## config.mk

```make
export PLATFORM = sky130hd
export DESIGN_NAME = mips_mc_ctrl
export DESIGN_NICKNAME = d
export VERILOG_FILES = /design/src/rtl/mips_mc_ctrl.sv
export SDC_FILE = /design/constraint.sdc
export NUM_CORES = 1
export LEC_CHECK = 0
export CAP_MARGIN = 20
export CORE_MARGIN = 3
export CORE_UTILIZATION = 60
export CTS_CLUSTER_DIAMETER = 100
export DETAILED_ROUTE_END_ITERATION = 7
export DONT_BUFFER_PORTS = 1
export PLACE_DENSITY = 0.76
export SETUP_SLACK_MARGIN = 0.15
export SLEW_MARGIN = 20
export SYNTH_ARGS = -nofsm -noshare
export SYNTH_HDL_FRONTEND = slang
export SYNTH_SLANG_ARGS = --single-unit
```

## constraint.sdc

```tcl
create_clock -name clk -period 3.7 [get_ports clk]
set_clock_uncertainty 0.2 [all_clocks]
set_input_delay 1.11 -clock clk [delete_from_list [all_inputs] [get_ports clk]]
set_output_delay 1.11 -clock clk [all_outputs]
set_load 0.01 [all_outputs]
```

## src/rtl/mips_mc_ctrl.sv

```systemverilog
// Multicycle MIPS control unit: Moore FSM over a shared memory/ALU datapath,
// with a variable-latency memory handshake, an access timeout, sticky fault
// flags and a retired-instruction counter.
module mips_mc_ctrl #(
  parameter int MEM_TIMEOUT = 16,
  parameter bit SUPPORT_BNE = 1'b1,
  parameter int CNT_W       = 32
) (
  input  logic             clk,
  input  logic             rst,
  input  logic [5:0]       Opcode,
  input  logic [5:0]       Funct,
  input  logic             zero,
  input  logic             mem_ready,
  output logic             mem_req,
  output logic             IorD,
  output logic             MemWrite,
  output logic             IRWrite,
  output logic             RegDst,
  output logic             MemtoReg,
  output logic             RegWrite,
  output logic             ALUSrcA,
  output logic [1:0]       ALUSrcB,
  output logic [2:0]       ALU_Control,
  output logic [1:0]       PCSrc,
  output logic             pc_en,
  output logic [3:0]       state,
  output logic             illegal_op,
  output logic             mem_err,
  output logic [CNT_W-1:0] retired
);

  typedef enum logic [3:0] {
    S_FETCH  = 4'd0,  S_DECODE = 4'd1,  S_MEMADR = 4'd2,  S_MEMRD  = 4'd3,
    S_MEMWB  = 4'd4,  S_MEMWR  = 4'd5,  S_EXEC   = 4'd6,  S_ALUWB  = 4'd7,
    S_BRANCH = 4'd8,  S_ADDIEX = 4'd9,  S_ADDIWB = 4'd10, S_JUMP   = 4'd11,
    S_FAULT  = 4'd15
  } state_t;

  localparam logic [5:0] OP_R    = 6'b000000;
  localparam logic [5:0] OP_LW   = 6'b100011;
  localparam logic [5:0] OP_SW   = 6'b101011;
  localparam logic [5:0] OP_BEQ  = 6'b000100;
  localparam logic [5:0] OP_BNE  = 6'b000101;
  localparam logic [5:0] OP_ADDI = 6'b001000;
  localparam logic [5:0] OP_J    = 6'b000010;

  localparam logic [2:0] ALU_ADD = 3'b010;
  localparam logic [2:0] ALU_SUB = 3'b110;

  // Wide enough to hold MEM_TIMEOUT-1; at least one bit when disabled.
  localparam int WW = (MEM_TIMEOUT < 2) ? 1 : $clog2(MEM_TIMEOUT + 1);

  state_t           state_q, state_d;
  logic [WW-1:0]    wait_q, wait_d;
  logic             ill_q, ill_d, merr_q, merr_d;
  logic [CNT_W-1:0] ret_q, ret_d;
  logic             retire, tmo;

  // Next-state, sticky-flag and datapath-control decode for the current state.
  always_comb begin
    state_d     = state_q;
    wait_d      = '0;
    ill_d       = ill_q;
    merr_d      = merr_q;
    retire      = 1'b0;
    mem_req     = 1'b0;
    IorD        = 1'b0;
    MemWrite    = 1'b0;
    IRWrite     = 1'b0;
    RegDst      = 1'b0;
    MemtoReg    = 1'b0;
    RegWrite    = 1'b0;
    ALUSrcA     = 1'b0;
    ALUSrcB     = 2'b00;
    ALU_Control = 3'b000;
    PCSrc       = 2'b00;
    pc_en       = 1'b0;
    // Last permitted wait cycle with no ready: the access is abandoned.
    tmo = (MEM_TIMEOUT > 0) && !mem_ready && (int'(wait_q) == MEM_TIMEOUT - 1);
    case (state_q)
      S_FETCH: begin
        mem_req     = 1'b1;
        ALUSrcB     = 2'b01;
        ALU_Control = ALU_ADD;
        IRWrite     = mem_ready;
        pc_en       = mem_ready;
        if (mem_ready) state_d = S_DECODE;
        else if (tmo) begin state_d = S_FAULT; merr_d = 1'b1; end
        else wait_d = wait_q + 1'b1;
      end
      S_DECODE: begin
        ALUSrcB     = 2'b11;
        ALU_Control = ALU_ADD;
        case (Opcode)
          OP_LW, OP_SW: state_d = S_MEMADR;
          OP_R:         state_d = S_EXEC;
          OP_BEQ:       state_d = S_BRANCH;
          OP_BNE: begin
            if (SUPPORT_BNE) state_d = S_BRANCH;
            else begin state_d = S_FAULT; ill_d = 1'b1; end
          end
          OP_ADDI:      state_d = S_ADDIEX;
          OP_J:         state_d = S_JUMP;
          default: begin state_d = S_FAULT; ill_d = 1'b1; end
        endcase
      end
      S_MEMADR: begin
        ALUSrcA     = 1'b1;
        ALUSrcB     = 2'b10;
        ALU_Control = ALU_ADD;
        state_d     = (Opcode == OP_SW) ? S_MEMWR : S_MEMRD;
      end
      S_MEMRD: begin
        mem_req = 1'b1;
        IorD    = 1'b1;
        if (mem_ready) state_d = S_MEMWB;
        else if (tmo) begin state_d = S_FAULT; merr_d = 1'b1; end
        else wait_d = wait_q + 1'b1;
      end
      S_MEMWB: begin
        RegWrite = 1'b1;
        MemtoReg = 1'b1;
        retire   = 1'b1;
        state_d  = S_FETCH;
      end
      S_MEMWR: begin
        mem_req  = 1'b1;
        IorD     = 1'b1;
        MemWrite = 1'b1;
        if (mem_ready) begin retire = 1'b1; state_d = S_FETCH; end
        else if (tmo) begin state_d = S_FAULT; merr_d = 1'b1; end
        else wait_d = wait_q + 1'b1;
      end
      S_EXEC: begin
        ALUSrcA = 1'b1;
        state_d = S_ALUWB;
        case (Funct)
          6'b100000: ALU_Control = ALU_ADD;
          6'b100010: ALU_Control = ALU_SUB;
          6'b100100: ALU_Control = 3'b000;
          6'b100101: ALU_Control = 3'b001;
          6'b101010: ALU_Control = 3'b111;
          default: begin state_d = S_FAULT; ill_d = 1'b1; end
        endcase
      end
      S_ALUWB: begin
        RegWrite = 1'b1;
        RegDst   = 1'b1;
        retire   = 1'b1;
        state_d  = S_FETCH;
      end
      S_BRANCH: begin
        ALUSrcA     = 1'b1;
        ALU_Control = ALU_SUB;
        PCSrc       = 2'b01;
        pc_en       = (Opcode == OP_BNE) ? ~zero : zero;
        retire      = 1'b1;
        state_d     = S_FETCH;
      end
      S_ADDIEX: begin
        ALUSrcA     = 1'b1;
        ALUSrcB     = 2'b10;
        ALU_Control = ALU_ADD;
        state_d     = S_ADDIWB;
      end
      S_ADDIWB: begin
        RegWrite = 1'b1;
        retire   = 1'b1;
        state_d  = S_FETCH;
      end
      S_JUMP: begin
        PCSrc   = 2'b10;
        pc_en   = 1'b1;
        retire  = 1'b1;
        state_d = S_FETCH;
      end
      // FAULT holds; unused encodings are treated as a fault.
      default: state_d = S_FAULT;
    endcase
    // Reset abandons any access: no strobe may reach the datapath.
    if (!rst) begin
      mem_req  = 1'b0;
      MemWrite = 1'b0;
      IRWrite  = 1'b0;
      RegWrite = 1'b0;
      pc_en    = 1'b0;
    end
    ret_d = ret_q + CNT_W'(retire);
  end

  // State, wait counter, sticky flags and retire counter.
  always_ff @(posedge clk) begin
    if (!rst) begin
      state_q <= S_FETCH;
      wait_q  <= '0;
      ill_q   <= 1'b0;
      merr_q  <= 1'b0;
      ret_q   <= '0;
    end else begin
      state_q <= state_d;
      wait_q  <= wait_d;
      ill_q   <= ill_d;
      merr_q  <= merr_d;
      ret_q   <= ret_d;
    end
  end

  assign state      = state_q;
  assign illegal_op = ill_q;
  assign mem_err    = merr_q;
  assign retired    = ret_q;

endmodule

```

# ---- Yosys cells after proc, flatten, opt, wreduce, memory -nomap -nowiden
# Cells that the tools add are included.
dict set report classes {
  n_eq_ne 25
  n_mux 32
  reduce_logical 19
  addsub 2
  bitwise_logic 4
}
# op n
set op_table {}
lappend op_table {{6-bit == test (second input constant)} 7}
lappend op_table {{32-bit by 1-bit adder with 32-bit output} 1}
lappend op_table {{4-bit one-hot mux with 8 select lines} 1}
lappend op_table {{4-bit 2-to-1 mux} 5}
lappend op_table {{4-bit one-hot mux with 5 select lines} 1}
lappend op_table {{1-bit 2-to-1 mux} 17}
lappend op_table {{4-bit by 3-bit == test with 1-bit output (second input constant)} 4}
lappend op_table {{4-bit == test (second input constant)} 4}
lappend op_table {{6-bit by 3-bit == test with 1-bit output (second input constant)} 2}
lappend op_table {{3-bit one-hot mux with 4 select lines} 1}
lappend op_table {{4-bit OR reduction} 3}
lappend op_table {{5-bit OR reduction} 2}
lappend op_table {{3-bit one-hot mux with 3 select lines} 1}
lappend op_table {{4-bit by 2-bit == test with 1-bit output (second input constant)} 2}
lappend op_table {{2-bit OR reduction} 4}
lappend op_table {{7-bit OR reduction} 1}
lappend op_table {{6-bit by 2-bit == test with 1-bit output (second input constant)} 1}
lappend op_table {{6-bit by 4-bit == test with 1-bit output (second input constant)} 1}
lappend op_table {{6-bit logical NOT} 1}
lappend op_table {{2-bit one-hot mux with 3 select lines} 1}
lappend op_table {{3-bit AND reduction} 2}
lappend op_table {{3-bit OR reduction} 2}
lappend op_table {{5-bit by 1-bit adder with 5-bit output (second input constant)} 1}
lappend op_table {{5-bit == test (second input constant)} 1}
lappend op_table {{other kinds (11)} 16}
dict set report totals {
  ff_bits 43
  in_bits 16
  elab_cells 87
}

# ---- Depth between registers and ports, before layout
dict set report logic_depth {
  depth_word 5
  mapped_depth 13
}

# ---- Worst setup path after synthesis
# Ideal clock, no wire load.
dict set report synth_timing {
  kind {in2out}
  start {in rst}
  end {out pc_en}
  arrival_ns 1.900
  t_required_ns 2.390
  path_buffers 2
  stages 4
  slack_ns 0.490
  path_cell_list {clkbuf_1 -> clkbuf_1 -> nand2_1 -> o32ai_1}
}
dict set report synth_via {
  elab_chain_len 1
}
# item line
set synth_lines {}
lappend synth_lines {{start: declaration} 10} ;# input logic rst,
lappend synth_lines {{1-bit 2-to-1 mux} 182} ;# if (!rst) begin
lappend synth_lines {{end: declaration} 26} ;# output logic pc_en,
# No other way between the ends.

# ---- Worst setup path in the final report
dict set report layout_timing {
  start {in Opcode[1]}
  end {out pc_en}
}
dict set report layout_via {
  elab_chain_len 4
}
# item line
set layout_lines {}
lappend layout_lines {{start: declaration} 11} ;# input logic [5:0] Opcode,
lappend layout_lines {{6-bit by 3-bit == test with 1-bit output} 157} ;# pc_en = (Opcode == OP_BNE) ? ~zero : zero;
lappend layout_lines {{1-bit 2-to-1 mux} 157}
lappend layout_lines {{1-bit one-hot mux with 3 select lines} 81} ;# case (state_q)
lappend layout_lines {{1-bit 2-to-1 mux} 182}
# No other way between the ends.

==> flow_summary.yaml <==
worst_setup_path:
  end_kind: "primary output"
  path_cells: "nor3_1, nand4_1, xor2_1, o32ai_1, buf_4"
  cp.buffers_inverters: 1
  critPathMaxStageDelay_ns: 0.24
  worstPathMaxFanout: 6
  slowest_stage: "nor3_1"
  crit_path_start_kind: "primary input"
  cpLargestDelayFamily: "simple AND/OR/NAND/NOR gates"
  required_ns: 2.39
  cp.arrival_ns: 1.94
  crit_type: "primary input to primary output"
grt:
  grt_max_degree: 24
  grt_pass1_vias: 2041
  antenna_found_initial: 0
  overflow: 0
  grt_pass1_wl_microns: 9230
  grtUsageTotal: 0.217
timing:
  min_period_over_period: 0.877
  setup_tns_ns: 0
  rsz0062_at_grt: "false"
  slew_headroom: 0.618
  fmax_ghz: 0.308
  min_period_ns: 3.25
  worst_pin_slew_ns: 0.568
  drv_slew: 0
  hold_viol_final: 0
  setup_viol: 0
detailed_routing:
  wl_per_cell_microns: 15.5
  drtPass1Iterations: 4
  drtAntennaViolNets: 0
  drtIter0Drc: 120
  routed_wl_microns: 5630
  via_count: 2292
  drc: 0
  post_drt_via_cell_ratio: 6.30
synthesis:
  ys_async_sr_fraction: 0
  ys.flop_type: "dfxtp_1"
  synth.avg_cell_area_sq_um: 8.15
  ys_types: 59
  synth_area_sq_um: 2590
  synth.net_count: 338
  synth_warnings: 0
  synth_edf_count: 0
  postSynthCellCount: 318
  ys_ff_latch: 43
  synth-seq-area-share: 0.332
floorplan:
  die-area_sq_um: 5140
  coreArea_sq_um: 4090
  die_y_microns: 71.7
  initial_utilization: 0.634
  die_x_microns: 71.7
  rows: 23
  io_pins: 70
cts:
  cts_buffer_depth: 2
  h-tree-depth: 2
  root_buffer: "clkbuf_8"
  cts.hold.buffers_added: 0
  clock-sinks: 43
  cts_setup_buffers: 0
  cts.clk_slew.worst_paths_ns: 0.08
  postCtsResizedCells: 0
  insertion_delay_ns: 0.29
  cts_buffers: 5
  cts_tree: "built"
pwr:
  p_per_area_nw_per_um2: 434
  peakVddDrop_mv: 0.318
  p_leak_nw: 0.922
  total_power_mw: 1.17
placement:
  dp_cells: 356
  io_buffers: 0
  hpwlAfterDp_microns: 4200
  gp_congestion: 0.905
cells_and_area:
  n_fill_cell: 368
  layout_commonest_cell: "dfxtp_1"
  layout_common_cells: "43 x dfxtp_1, 26 x nor2_1, 22 x nand3_1"
  nNetsFinal: 333
  diodes: 0
  area_delta_synth_final_pct: 3.86
  seq_area_sq_um: 861
  multi_input_area_sq_um: 1610
  final_cells: 364
  layout-drive-gt1-share: 0.0828
hold_path:
  hold_class: "flop to flop"
outcome:
  status: "complete, no violations"
job:
  maxCapViolCount: 0
-- path summary, 6_finish.rpt --
kind                                start  slack, ns  cells past startpoint          end
worst min register to register  wait_q[0]       0.25                      1    wait_q[0]
worst max-delay path            Opcode[1]       0.45                      5        pc_en
worst max register to register   state[0]       0.75                      9  retired[29]
worst min-delay path            wait_q[0]       0.25                      1    wait_q[0]
-- where the power goes --
group	switching, mW	total (mW)	internal [mW]
logic	0.199	0.336	0.137
registers	0.0560	0.547	0.491
clock network	0.152	0.284	0.132
total	0.407	1.17	0.761
-- kinds of logic after synthesis --
kind of cell    after synthesis  synth area share
mux                           6            0.0232
flops                        43             0.332
buf+inv                      24            0.0459
simple gates                154             0.342
fa+ha+maj                     4            0.0193
xor+xnor                     18            0.0608
compound gates               69             0.177
-- worst reg2reg max path: cells and delay by family (launching register included) --
family	cells	cell delay (ns)
and+or+nand+nor	6	1.47
DFF	1	0.57
AOI/OAI and AO/OA	2	0.41
adders and majority gates	1	0.25
-- routing by layer --
layer,track usage,vias up,routed length (microns)
met5,0,-,0
met1,0.273,1041,2400
met3,0.0589,8,403
li1,-,1170,-
met4,0.0689,0,74
met2,0.361,73,2760
-- registers in the layout, summed over array words and instances (netlist names) --
register    count
illegal_op      1
mem_err         1
retired        32
state           4
wait_q          5
-- Yosys cell counts, types with 7 or more instances --
cell,n,area [sq um]
a21oi_1,20,100
and3_1,8,50.1
clkbuf_1,9,33.8
dfxtp_1,43,861
nand2_1,17,63.8
nand2b_1,9,56.3
nand3_1,22,110
nand4_1,10,62.6
nor2_1,26,97.6
nor2b_1,10,62.6
nor3_1,9,45.0
o21ai_0,10,50.1
o31ai_1,7,52.6
or4_1,8,60.1
xor2_1,12,105
-- stage by stage --
stage | utilization | worst slack, ns | hold slack (ns) | cell area (sq um)
3_3_place_gp | 0.638 | 0.475 | 0.229 | 2610
6_report | 0.659 | 0.454 | 0.248 | 2690
3_5_place_dp | 0.638 | 0.428 | 0.236 | 2610
5_1_grt | 0.659 | 0.367 | 0.282 | 2690
4_1_cts | 0.659 | 0.455 | 0.253 | 2690
2_1_floorplan | - | 0.490 | 0.218 | 2590
-- final cells by class --
type,instances,area share
inverters,5,0.00697
repair buffers,7,0.0195
clock inverters,2,0.00465
well taps,50,0.0232
multi-input cells,251,0.599
flip-flops and latches,43,0.320
clock buffers,6,0.0270
Note: power is estimated with default switching activity, not from simulation.
